`src/rtl/dtc_share_arb.sv`:
```
// Round-robin time-sharing of one combinational decision-tree classifier among NUM_REQ requesters.
// Optional build macro DTC_ARB_STATS_EN adds a saturating completed-response counter (stat_count).
module dtc_share_arb #(
   parameter int NUM_REQ = 4,
   parameter int IN_W    = 5,
   parameter int OUT_W   = 5,
   parameter int ID_W    = 2
) (
   input  logic                    clk,
   input  logic                    rst,
   input  logic [NUM_REQ-1:0]      req_valid,
   output logic [NUM_REQ-1:0]      req_ready,
   input  logic [NUM_REQ*IN_W-1:0] req_data,
   output logic [IN_W-1:0]         cls_inp,
   input  logic [OUT_W-1:0]        cls_outp,
   output logic                    rsp_valid,
   input  logic                    rsp_ready,
   output logic [OUT_W-1:0]        rsp_data,
   output logic [ID_W-1:0]         rsp_id
`ifdef DTC_ARB_STATS_EN
   ,
   output logic [15:0]             stat_count
`endif
);

   typedef enum logic [1:0] {IDLE, EVAL, RESP} state_t;

   state_t          state;
   logic [ID_W-1:0] rr_ptr;
   logic [ID_W-1:0] gnt_id;
   logic [ID_W-1:0] win;
   logic [ID_W-1:0] nxt_ptr;
   logic [ID_W:0]   cand;
   logic            found;
   logic [IN_W-1:0] sel_data;

   // Search from rr_ptr upward; cand carries one extra bit so the modulo wrap works for any NUM_REQ.
   always_comb begin
      found = 1'b0;
      win   = '0;
      cand  = '0;
      for (int unsigned k = 0; k < NUM_REQ; k++) begin
         cand = {1'b0, rr_ptr} + (ID_W+1)'(k);
         if (cand >= (ID_W+1)'(NUM_REQ))
            cand = cand - (ID_W+1)'(NUM_REQ);
         if (!found && req_valid[cand[ID_W-1:0]]) begin
            found = 1'b1;
            win   = cand[ID_W-1:0];
         end
      end
   end

   always_comb begin
      sel_data = '0;
      for (int unsigned j = 0; j < NUM_REQ; j++) begin
         if (ID_W'(j) == win)
            sel_data = req_data[j*IN_W +: IN_W];
      end
   end

   always_comb begin
      req_ready = '0;
      if (!rst && state == IDLE && found)
         req_ready = NUM_REQ'(1) << win;
   end

   assign nxt_ptr = (gnt_id == ID_W'(NUM_REQ-1)) ? '0 : gnt_id + ID_W'(1);

   always_ff @(posedge clk) begin
      if (rst) begin
         state     <= IDLE;
         rr_ptr    <= '0;
         gnt_id    <= '0;
         cls_inp   <= '0;
         rsp_data  <= '0;
         rsp_id    <= '0;
         rsp_valid <= 1'b0;
      end else begin
         case (state)
            IDLE: begin
               if (found) begin
                  cls_inp <= sel_data;
                  gnt_id  <= win;
                  state   <= EVAL;
               end
            end
            EVAL: begin
               rsp_data  <= cls_outp;
               rsp_id    <= gnt_id;
               rsp_valid <= 1'b1;
               state     <= RESP;
            end
            RESP: begin
               if (rsp_ready) begin
                  rsp_valid <= 1'b0;
                  rr_ptr    <= nxt_ptr;
                  state     <= IDLE;
               end
            end
            default: state <= IDLE;
         endcase
      end
   end

`ifdef DTC_ARB_STATS_EN
   always_ff @(posedge clk) begin
      if (rst)
         stat_count <= '0;
      else if (rsp_valid && rsp_ready && stat_count != 16'hFFFF)
         stat_count <= stat_count + 16'd1;
   end
`endif

endmodule

```
`config.mk`:
```
export PLATFORM = sky130hd
export DESIGN_NAME = dtc_share_arb
export DESIGN_NICKNAME = d
export VERILOG_FILES = /design/src/rtl/dtc_share_arb.sv
export SDC_FILE = /design/constraint.sdc
export NUM_CORES = 1
export LEC_CHECK = 0
export ABC_AREA = 0
export CAP_MARGIN = 20
export CORE_ASPECT_RATIO = 1.5
export CORE_MARGIN = 8
export CORE_UTILIZATION = 25
export CTS_CLUSTER_DIAMETER = 120
export DETAILED_ROUTE_END_ITERATION = 12
export PLACE_DENSITY = 0.61
export SLEW_MARGIN = 20
export SYNTH_ARGS = -nofsm -noshare
export SYNTH_HDL_FRONTEND = slang
export SYNTH_SLANG_ARGS = --single-unit
```
`constraint.sdc`:
```
create_clock -name clk -period 3.1 [get_ports clk]
set_clock_uncertainty 0.15 [all_clocks]
set_input_delay 0.62 -clock clk [delete_from_list [all_inputs] [get_ports clk]]
set_output_delay 0.62 -clock clk [all_outputs]
set_load 0.05 [all_outputs]
```
### Yosys cells after proc, flatten, opt, wreduce, memory -nomap -nowiden

Cells that the tools add are included.

* multiplexer cells: 31
* $lt $le $gt $ge: 8
* equal/unequal tests: 8
* reduce and logical (&&, ||, !) cells: 16
* add/sub/neg operators: 8
* shifts and indexed selects: 1

Operators with widths (count)
* 2-to-1 mux 2 bit: 11
* 2-to-1 mux 5 bit: 4
* < comparator 2 x 3 -> 1 bit (second input constant): 4
* greater-or-equal comparator 3 bit (second input constant): 3
* 2-to-1 mux 1 bit: 9
* binary-select mux 1 bit (select 2 bit): 4
* AND reduction 2 bit: 4
* subtractor 2 x 1 -> 2 bit (second input constant): 4
* adder 2 x 2 -> 3 bit (second input constant): 2
* case mux 2 bit (3 select lines): 1
* logical AND 1 bit: 5
* equality test 2 bit (first input constant): 2
* equality test 2 bit (second input constant): 2
* zero test 1 bit: 4
* zero test 2 bit: 2
* 2-to-1 mux 4 bit: 1
* != test 2 bit (second input constant): 2
* left shift 1 x 2 -> 4 bit (first input constant): 1
* adder 2 x 1 -> 3 bit (second input constant): 1
* greater-or-equal comparator 2 x 3 -> 1 bit (second input constant): 1
* adder 2 x 1 -> 2 bit (second input constant): 1
* equality test 1 x 2 -> 1 bit (first input constant): 1
* equality test 2 x 1 -> 1 bit (second input constant): 1
* case mux 1 bit (2 select lines): 1
* nonzero test 2 bit: 1

* word-level logic and storage cells: 79
* output and inout bits: 17
* register bits: 19

### Depth between registers and ports, before layout

Gate-level depths: netlist of the first run.

* depth after elaboration: 19
* mapped depth: 5

### Worst setup path before layout of the first run

No wires, ideal clock.

* path kind: input port to output port
* from: input port req_valid[2]
* to: output port req_ready[1]
* data required time: 2330 ps
* data arrival time: 2716 ps
* setup slack: -386 ps
* stages: 4
* buffers on the path: 0
* cells stage by stage: nor2b_1 > a311oi_2 > nor2_1 > nor4_1

* longest elaborated chain between the ends: 14
* elaborated cells between the ends (all ways): 25
* classes of those cells: shift: 1; mux: 17; reduce/logical: 7

RTL lines
* start, declared: RTL line 11 `input logic [NUM_REQ-1:0] req_valid,`
* binary-select mux 1 bit (select 2 bit): RTL line 46 `if (!found && req_valid[cand[ID_W-1:0]]) begin`
* 2-to-1 mux 1 bit (implied by the code): RTL line 46
* 2-to-1 mux 1 bit: RTL line 46
* zero test 1 bit: RTL line 46
* logical AND 1 bit: RTL line 46
* 2-to-1 mux 1 bit: RTL line 46
* zero test 1 bit: RTL line 46
* logical AND 1 bit: RTL line 46
* 2-to-1 mux 1 bit: RTL line 46
* zero test 1 bit: RTL line 46
* logical AND 1 bit: RTL line 46
* 2-to-1 mux 2 bit or 2-to-1 mux 1 bit (tied branches): RTL line 46
* left shift 1 x 2 -> 4 bit or logical AND 1 bit (tied branches): RTL line 64, 63
* 2-to-1 mux 4 bit *: RTL line 63 `if (!rst && state == IDLE && found)`
* end, declared: RTL line 12 `output logic [NUM_REQ-1:0] req_ready,`

Mark *: on every way between the ends. The rest lies on a longest branch, timed or not. The select of a mux whose other input is x is not followed.

### Final worst setup path of the first run

Same ends and word-level chain as after synthesis.

==> impl_metrics.csv, run 1 <==
group,metric,value,unit
status,outcome,"finished clean",
layout,final_common_cell,"clkdlybuf4s50_1",
setup_path,cp.required,2330,ps
route,routed_wl,3109,um
synth,synth_area,962.2,um^2
synth,syn_avg_cell_area,8.909,um^2
setup_path,r2r_cells,4,
layout,multi_input_area,574.3,um^2
placed_design,io_buffers,48,
placed_design,place_area,1582,um^2
synth,synth.distinct_cells,27,
floorplanning,rows,27,
grt,antenna_found_initial,0,
sta,worst_slew_pin_slew,663.6,ps
setup_path,cp_max_fo,5,
placed_design,hpwl,2499,um
synth,synth.largest_area_cell,"dfxtp_1",
flow_run,drv_cap,0,
grt,grt_pass1_vias,1121,
layout,fill_cells,375,
sta,fin_crit,3047,ps
setup_path,path_class,"in -> out",
floorplanning,die_h,91.98,um
setup_path,crit_path_end_kind,"output port",
sta,relSlewSlack,55.36,%
grt,grt_overflow,0,
sta,whs,306.2,ps
sta,post-route-period-util,98.30,%
grt,grt.total_usage,10.03,%
route,drt_iter0_drc,23,
synth,yosysTopAreaCellShare,39.53,%
layout,final_cell_mix,"44 x clkdlybuf4s50_1, 19 x dfxtp_1, 17 x nand2_1",
min_path,worst_hold_path_type,"reg -> reg",
sta,setup_viol,0,
layout,drive_above_1_share,14.11,%
clocking,cts_tree,"built",
power_and_ir_drop,ir_worst_vdd,212.2,uV
synth,synth_xor_area_share,0,%
clocking,clkSlewWorstSetupHoldPaths,70,ps
clocking,cts_buffers,3,
layout,ff_latch_area,380.4,um^2
synth,synth-simple-area-share,25.36,%
clocking,cts_root_buffer,"clkbuf_8",
route,vias_per_cell,4.825,
clocking,clock_latency,250,ps
clocking,clock_sinks,19,
floorplanning,dieArea,6131,um^2
route,firstDrtPassIters,4,
setup_path,worstPathArrival,2280,ps
power_and_ir_drop,p_leak,0.0006472,uW
route,wl_per_cell,15.09,um
floorplanning,io_pins,49,
sta,tns,0,ps
route,drc,0,
synth,synth_adder_area_share,1.300,%
layout,final_area,1643,um^2
synth,ys_ff_latch,19,
sta,final-hold-violation-count,0,
grt,grt_max_degree,22,
synth,synth_compound_area_share,17.69,%
layout,postLayoutCoreUtil,44.61,%
synth,synth_top_family_by_area,"simple AND/OR/NAND/NOR gates",
synth,ys_seq_area_share,39.53,%
floorplanning,initial_core_util,26.13,%
synth,yosysWarnings,0,
synth,muxShareOfSynthArea,12.48,%
floorplanning,die_w,66.66,um
min_path,hold_depth,2,
grt,grt_pass1_wl,4995,um
synth,synthTopCellsByArea,"dfxtp_1 40%, mux2i_1 12%, nand2_1 6.6%",
sta,clock.fmax,0.3282,GHz
clocking,clockBufferDepth,2,
power_and_ir_drop,cellPowerDensity,432.8,nW/um^2
route,vias,994,
clocking,cts_max_level,1,
floorplanning,core_area,3682,um^2
route,ant_nets,0,
layout,diodes,0,
placed_design,gp_congestion,0.7440,
sta,final-max-slew-violation-count,0,
synth,synth_cells,108,
setup_path,start_kind,"input port",
layout,nets,197,
clocking,postCtsHoldBufs,0,
synth,synth_nets,141,
layout,syn_to_final_growth,70.74,%
==> cells in the mapped netlist <==
| cell | count |
|---|---|
| a211oi_1 | 1 |
| a21boi_1 | 1 |
| a21oi_1 | 11 |
| a311oi_2 | 1 |
| and2_1 | 1 |
| buf_2 | 1 |
| buf_6 | 1 |
| clkbuf_1 | 3 |
| dfxtp_1 | 19 |
| ha_1 | 1 |
| inv_1 | 2 |
| mux2i_1 | 12 |
| nand2_1 | 17 |
| nand2b_1 | 2 |
| nand3b_1 | 7 |
| nor2_1 | 6 |
| nor2b_1 | 2 |
| nor3_1 | 2 |
| nor4_1 | 4 |
| o21ai_0 | 2 |
| o21ba_1 | 1 |
| o221ai_1 | 4 |
| o221ai_2 | 2 |
| or2_1 | 2 |
| or3_1 | 1 |
| or3b_1 | 1 |
| or4_4 | 1 |
==> registers in the layout (all words and copies together) (netlist names) <==
| register | count |
|---|---|
| cls_inp | 5 |
| gnt_id | 2 |
| rr_ptr | 2 |
| rsp_data | 5 |
| rsp_id | 2 |
| rsp_valid | 1 |
| state | 2 |
==> timing repair <==
action / in CTS / in global routing
gates resized for setup: 0 / 2
buffers inserted: 0 / 0
setup endpoints to repair: 0 / 3
==> area by class of cell <==
cell class | instances | area share (%)
multi-input cells | 82 | 34.96
clock buffers | 3 | 2.513
clock inverters | 1 | 0.3046
well taps | 43 | 3.275
inverters | 2 | 0.4570
repair buffers | 56 | 35.34
flip-flops and latches | 19 | 23.15
==> per-stage QoR <==
| stage | total power [uW] | cells | setup slack, ps |
|---|---|---|---|
| after global routing | 751.4 | 206 | -0.3442 |
| after CTS | 718.0 | 206 | 14.53 |
| after floorplan | 426.2 | 108 | 175.1 |
| final | 711.0 | 206 | 52.85 |
| after detailed placement | 539.5 | 202 | 31.07 |
| after global placement | 535.6 | 202 | 56.04 |
==> per-layer routing <==
layer  global-route usage, %  vias up  share of wire [%]
met1                   9.950      450                 37
met4                   2.147        0                  0
met2                   18.41       41                 53
met5                       0        -                  0
met3                   4.141        0                 10
li1                        -      503                  -
==> path summary, 6_finish.rpt <==
check                      startpoint                        to  slack [ps]
min          rsp_data[3]$_SDFFE_PP0P_  rsp_data[3]$_SDFFE_PP0P_         310
min reg2reg  rsp_data[3]$_SDFFE_PP0P_  rsp_data[3]$_SDFFE_PP0P_         310
max                      req_valid[2]              req_ready[1]          50
max reg2reg     state[1]$_SDFFE_PP0P_   cls_inp[3]$_SDFFE_PP0P_        1160
==> worst max-delay path: stages <==
cell and delay [ps]:
clkdlybuf4s50_1 480, nor4_1 640, or3_1 300, nor4_4 80
buf_12 160
==> logic make-up (layout without fill, tap and decap cells) <==
kind of cell | after synthesis | count (layout)
and+or+nand+nor | 46 | 46
AOI/OAI and AO/OA | 23 | 23
buffers and inverters | 7 | 62
DFF | 19 | 19
muxes | 12 | 12
adders and majority gates | 1 | 1
==> power breakdown <==
| part | internal, uW | switching [uW] |
|---|---|---|
| combinational | 116 | 140 |
| clock | 89.3 | 85.1 |
| sequential | 265 | 15.6 |
| total | 471 | 240 |
(Power assumes the default switching activity.)
==> run 2, diff against run 1 <==
- CORE_MARGIN: 8 -> 2
==> run 2 against run 1 <==
Power is essentially flat. Sequential power about the same. Setup slack improved by 39 ps. Non-clock buffer count up 1. First-iteration DRC count decreased by 57%. Design area is essentially flat. Largest power group unchanged.
==> impl_metrics.csv, run 2 (synthesis gave the netlist of run 1 again) <==
group,metric,value,unit
status,outcome,"finished clean",
power_and_ir_drop,ir_worst_vdd,200.1,uV
sta,setup_ws,91.61,ps
sta,final-max-slew-violation-count,0,
setup_path,crit_path_end_kind,"output port",
sta,worst_slew_pin_slew,512.8,ps
setup_path,cp_slowest_cell,"clkdlybuf4s50_1",
route,wl_per_cell,13.56,um
grt,grt_pass1_vias,1038,
floorplanning,io_pins,49,
clocking,clockBufferDepth,2,
grt,antenna_found_initial,0,
grt,grt_max_degree,22,
sta,final-hold-violation-count,0,
route,routed_wl,2806,um
placed_design,gp_congestion,0.7198,
floorplanning,core_area,3682,um^2
layout,nets,198,
placed_design,dp_cells,203,
grt,grt_overflow,0,
power_and_ir_drop,p_leak,0.0006509,uW
clocking,cts_root_buffer,"clkbuf_8",
clocking,cts_buffers,3,
power_and_ir_drop,cellPowerDensity,432.5,nW/um^2
setup_path,path_class,"in -> out",
setup_path,start_kind,"input port",
floorplanning,dieArea,4371,um^2
route,vias_per_cell,4.889,
layout,final_common_cell,"clkdlybuf4s50_1",
floorplanning,die_w,54.66,um
placed_design,hpwl,2232,um
setup_path,reg2reg_to,"cls_inp[0]$_SDFFE_PP0P_",
layout,reg.largest.list,"cls_inp (5), rsp_data (5)",
floorplanning,initial_core_util,26.13,%
floorplanning,die_h,79.98,um
placed_design,io_buffers,48,
min_path,hold_depth,2,
route,ant_nets,0,
clocking,cts_tree,"built",
setup_path,crit_chain,"clkdlybuf4s50_1 > nor2b_1 > a311oi_2 > or2_1 > nor4_2 > buf_12",
setup_path,r2r_cells,4,
sta,post-route-period-util,97.04,%
setup_path,cp.required,2330,ps
clocking,clkSlewWorstSetupHoldPaths,70,ps
sta,setup_viol,0,
min_path,worst_hold_path_type,"reg -> reg",
setup_path,max_stage_delay,530,ps
sta,relSlewSlack,65.71,%
layout,drive_above_1_share,14.02,%
clocking,postCtsHoldBufs,0,
layout,final_cell_mix,"44 x clkdlybuf4s50_1, 19 x dfxtp_1, 17 x nand2_1",
layout,fill_cells,383,
clocking,clock_sinks,19,
grt,grt_pass1_wl,4581,um
setup_path,worstPathArrival,2240,ps
min_path,hold_path_end,"rsp_data[3]$_SDFFE_PP0P_",
sta,fin_crit,3008,ps
min_path,min_from,"rsp_data[3]$_SDFFE_PP0P_",
layout,syn_to_final_growth,70.87,%
flow_run,drv_cap,0,
setup_path,r2r_slack,1170,ps
setup_path,reg2reg_from,"state[1]$_SDFFE_PP0P_",
grt,grt.total_usage,14.32,%
sta,grt_setup_unrepaired,"true",
sta,clock.fmax,0.3324,GHz
route,vias,1012,
layout,diodes,0,
clocking,post_cts_buffers,0,
route,drt_iter0_drc,10,
placed_design,preCtsSetupSlack,50.67,ps
clocking,clock_latency,250,ps
clocking,cts_max_level,1,
route,drc,0,
route,firstDrtPassIters,4,
setup_path,cp_max_fo,5,
layout,finalNonFillerCells,207,
floorplanning,rows,27,
-- run 2: cell count changes in the layout (fill, tap and decap cells not counted) --
cell    change
nor4_1      +1
buf_4       +1
nor4_2      -1
-- run 2: what timing repair did --
action	4_1_cts	5_1_grt
setup endpoints to repair	0	2
hold endpoints to repair	0	0
gates resized for setup	0	1
-- run 2: critical path, delay by kind of cell --
family,cells,cell delay (ps)
compound gates,1,80
buf+inv,2,720
simple gates,3,810
-- run 2: report_power, final --
group | switching (uW) | internal (uW) | total (uW)
clock network | 85.5 | 89.3 | 175
logic | 139 | 116 | 255
registers | 15.7 | 265 | 281
total | 240 | 471 | 711
-- run 2: cell type report --
cell class / instances / area (um^2) / share of cell area (%)
clock inverter: 1 / 5.005 / 0.3044
multi-input combinational: 82 / 568.0 / 34.55
timing repair buffer: 57 / 588.1 / 35.77
sequential: 19 / 380.4 / 23.14
inverter: 2 / 7.507 / 0.4566
clock buffer: 3 / 41.29 / 2.511
tap: 43 / 53.80 / 3.272
-- run 2: worst max path at each step --
stage | startpoint | end | depth (start not counted) | slack (ps)
CTS | req_valid[2] | req_ready[1] | 6 | 30
global placement | req_valid[2] | req_ready[1] | 6 | 60
floorplan | req_valid[2] | req_ready[1] | 4 | 180
global route | req_valid[2] | req_ready[3] | 6 | -30
detailed placement | req_valid[2] | req_ready[1] | 6 | 50
finish | req_valid[2] | req_ready[3] | 6 | 90
-- run 2: metrics by stage --
step | util (%) | area, um^2 | setup TNS [ps] | hold slack, ps | power (uW)
2_1_floorplan | - | 974.7 | 0 | 294.0 | 426.2
3_3_place_gp | 43.15 | 1589 | 0 | 290.5 | 535.3
3_5_place_dp | 43.15 | 1589 | 0 | 297.3 | 540.2
4_1_cts | 44.41 | 1635 | 0 | 308.0 | 717.6
5_1_grt | 44.65 | 1644 | -30.86 | 342.7 | 751.5
6_report | 44.65 | 1644 | 0 | 302.3 | 711.0
-- run 2: metal layers --
metal  routed length (um)  track usage, %  up-vias  share of wire, %
met3                  227           4.120        2               8.1
li1                     -               -      503                 -
met2                 1543           26.90       41                55
met4                    9           3.750        0              0.32
met5                    0               0        -                 0
met1                 1026           14.38      466                37
==> run 3, diff against run 2 <==
- CORE_UTILIZATION: 25 -> 40
- DONT_BUFFER_PORTS: not set -> 1
- PLACE_DENSITY: 0.61 -> 0.6
==> run 3 against run 2 <==
First-iteration DRC count is the same. Cell count decreased by 35%. Combinational power down 62%. Setup slack better by 290 ps. Routed wire length shrank 26%. Count of clock-buffer cells in the layout up 1. Design area is 37% lower. Clock power down 27%. Largest cell class is now multi-input combinational cells.
==> impl_metrics.csv, run 3 (synthesis gave the netlist of run 1 again) <==
group,metric,value,unit
clocking,cts_buffers,3,
setup_path,worstPathArrival,1950,ps
route,routed_wl,2088,um
min_path,worst_hold_path_type,"in -> reg",
layout,postLayoutCoreUtil,46.01,%
placed_design,hpwl,1561,um
clocking,clock_latency,290,ps
sta,final-hold-violation-count,0,
floorplanning,rows,21,
clocking,cts_root_buffer,"clkbuf_4",
grt,use_met3,3.955,%
sta,tns,0,ps
layout,nets,146,
grt,grt.total_usage,15.74,%
layout,diodes,0,
clocking,post_cts_buffers,0,
setup_path,crit_top_cell,"buf_4",
setup_path,path_class,"reg -> out",
clocking,clkSlewWorstSetupHoldPaths,110,ps
layout,drive_above_1_share,12.50,%
route,vias_per_cell,5.881,
setup_path,cp_slowest_cell,"dfxtp_1",
floorplanning,die_w,44.05,um
power_and_ir_drop,cellPowerDensity,542.1,nW/um^2
route,ant_nets,0,
power_and_ir_drop,ir_worst_vdd,202.7,uV
route,drc,0,
setup_path,start_kind,"flop",
power_and_ir_drop,p_leak,0.0004226,uW
layout,final_common_cell,"dfxtp_1",
grt,grt_max_degree,23,
grt,grt_pass1_wl,3429,um
placed_design,io_buffers,0,
placed_design,gp_congestion,0.7429,
layout,multi_input_area,559.3,um^2
setup_path,cp_max_fo,8,
layout,final_cell_mix,"19 x dfxtp_1, 17 x nand2_1, 12 x mux2i_1",
floorplanning,dieArea,2822,um^2
clocking,cts-resized-gates,0,
floorplanning,core_area,2260,um^2
setup_path,max_stage_delay,440,ps
sta,worst_slew_pin_slew,688.3,ps
setup_path,crit_path_end_kind,"output port",
sta,fin_crit,2720,ps
layout,fill_cells,217,
grt,antenna_found_initial,0,
floorplanning,initial_core_util,42.58,%
placed_design,place_area,1013,um^2
grt,grt_pass1_vias,790,
setup_path,crit_chain,"mux2i_1 > o221ai_2 > buf_4 > nor4_2 > buf_4",
grt,grt_overflow,0,
route,firstDrtPassIters,4,
flow_run,drv_cap,0,
sta,relSlewSlack,53.63,%
clocking,cts_tree,"built",
layout,ff_latch_area,380.4,um^2
layout,reg.largest.list,"cls_inp (5), rsp_data (5)",
setup_path,cp.required,2330,ps
clocking,postCtsHoldBufs,0,
grt,grt_use_met2,28.49,%
sta,setup_viol,0,
floorplanning,io_pins,49,
sta,final-max-slew-violation-count,0,
route,vias,794,
sta,clock.fmax,0.3677,GHz
clocking,clock_sinks,19,
grt,grt_use_met1,17.31,%
floorplanning,die_h,64.07,um
sta,post-route-period-util,87.74,%
status,outcome,"finished clean",
grt,grt_busiest_layer,"met2",
clocking,clockBufferDepth,2,
route,wl_per_cell,15.47,um
layout,final_area,1040,um^2
layout,syn_to_final_growth,8.063,%
clocking,cts_max_level,1,
route,drt_iter0_drc,10,
sta,grt_setup_unrepaired,"false",
-- run 3: changes by cell type in the layout (fill, tap and decap cells not counted) --
cell,previous run,this run
nor4_4,1,0
clkinv_2,1,0
clkbuf_4,0,3
buf_12,4,0
clkdlybuf4s50_1,44,0
buf_4,9,5
clkbuf_8,3,0
nor4_2,1,2
clkbuf_1,0,1
-- run 3: layout make-up --
| cell class | instances | area share [%] |
|---|---|---|
| well taps | 23 | 2.768 |
| inverters | 2 | 0.7220 |
| flip-flops and latches | 19 | 36.58 |
| clock buffers | 4 | 2.527 |
| multi-input cells | 82 | 53.79 |
| repair buffers | 5 | 3.610 |
-- run 3: stage by stage --
stage / setup WS [ps] / hold slack, ps / std cells / power (uW)
3_5_place_dp: 574.9 / 320.8 / 131 / 442.9
6_report: 380.0 / 225.1 / 135 / 563.7
2_1_floorplan: 175.1 / 294.0 / 108 / 426.2
5_1_grt: 215.2 / 214.5 / 135 / 588.8
4_1_cts: 357.8 / 223.1 / 135 / 566.5
3_3_place_gp: 590.7 / 312.1 / 131 / 440.9
-- run 3: layer usage --
| layer | vias to the layer above | routed length (um) |
|---|---|---|
| li1 | 399 | - |
| met1 | 360 | 816 |
| met2 | 33 | 1106 |
| met3 | 2 | 152 |
| met4 | 0 | 13 |
| met5 | - | 0 |
-- run 3: final timing paths --
path,start,to,slack [ps],cells past startpoint
worst max-delay path,rr_ptr[1]$_SDFFE_PP0P_,req_ready[1],380,5
worst min-delay path,rst,rsp_data[4]$_SDFFE_PP0P_,230,1
worst max register to register,rr_ptr[1]$_SDFFE_PP0P_,cls_inp[4]$_SDFFE_PP0P_,1190,5
worst min register to register,gnt_id[1]$_SDFFE_PP0P_,rsp_id[1]$_SDFFE_PP0P_,340,2
-- run 3: critical path: cells and delay by family, from the launching register on --
family                 cells  cell delay, ps
AND/OR/NAND/NOR            1             210
buffers and inverters      2             490
AO/OA/AOI/OAI              1             240
flip-flops                 1             440
multiplexers               1             270
-- run 3: power breakdown --
part | internal, uW | switching, uW | total [uW]
clock network | 50.0 | 78.0 | 128
logic | 40.7 | 56.5 | 97.2
registers | 265 | 73.2 | 339
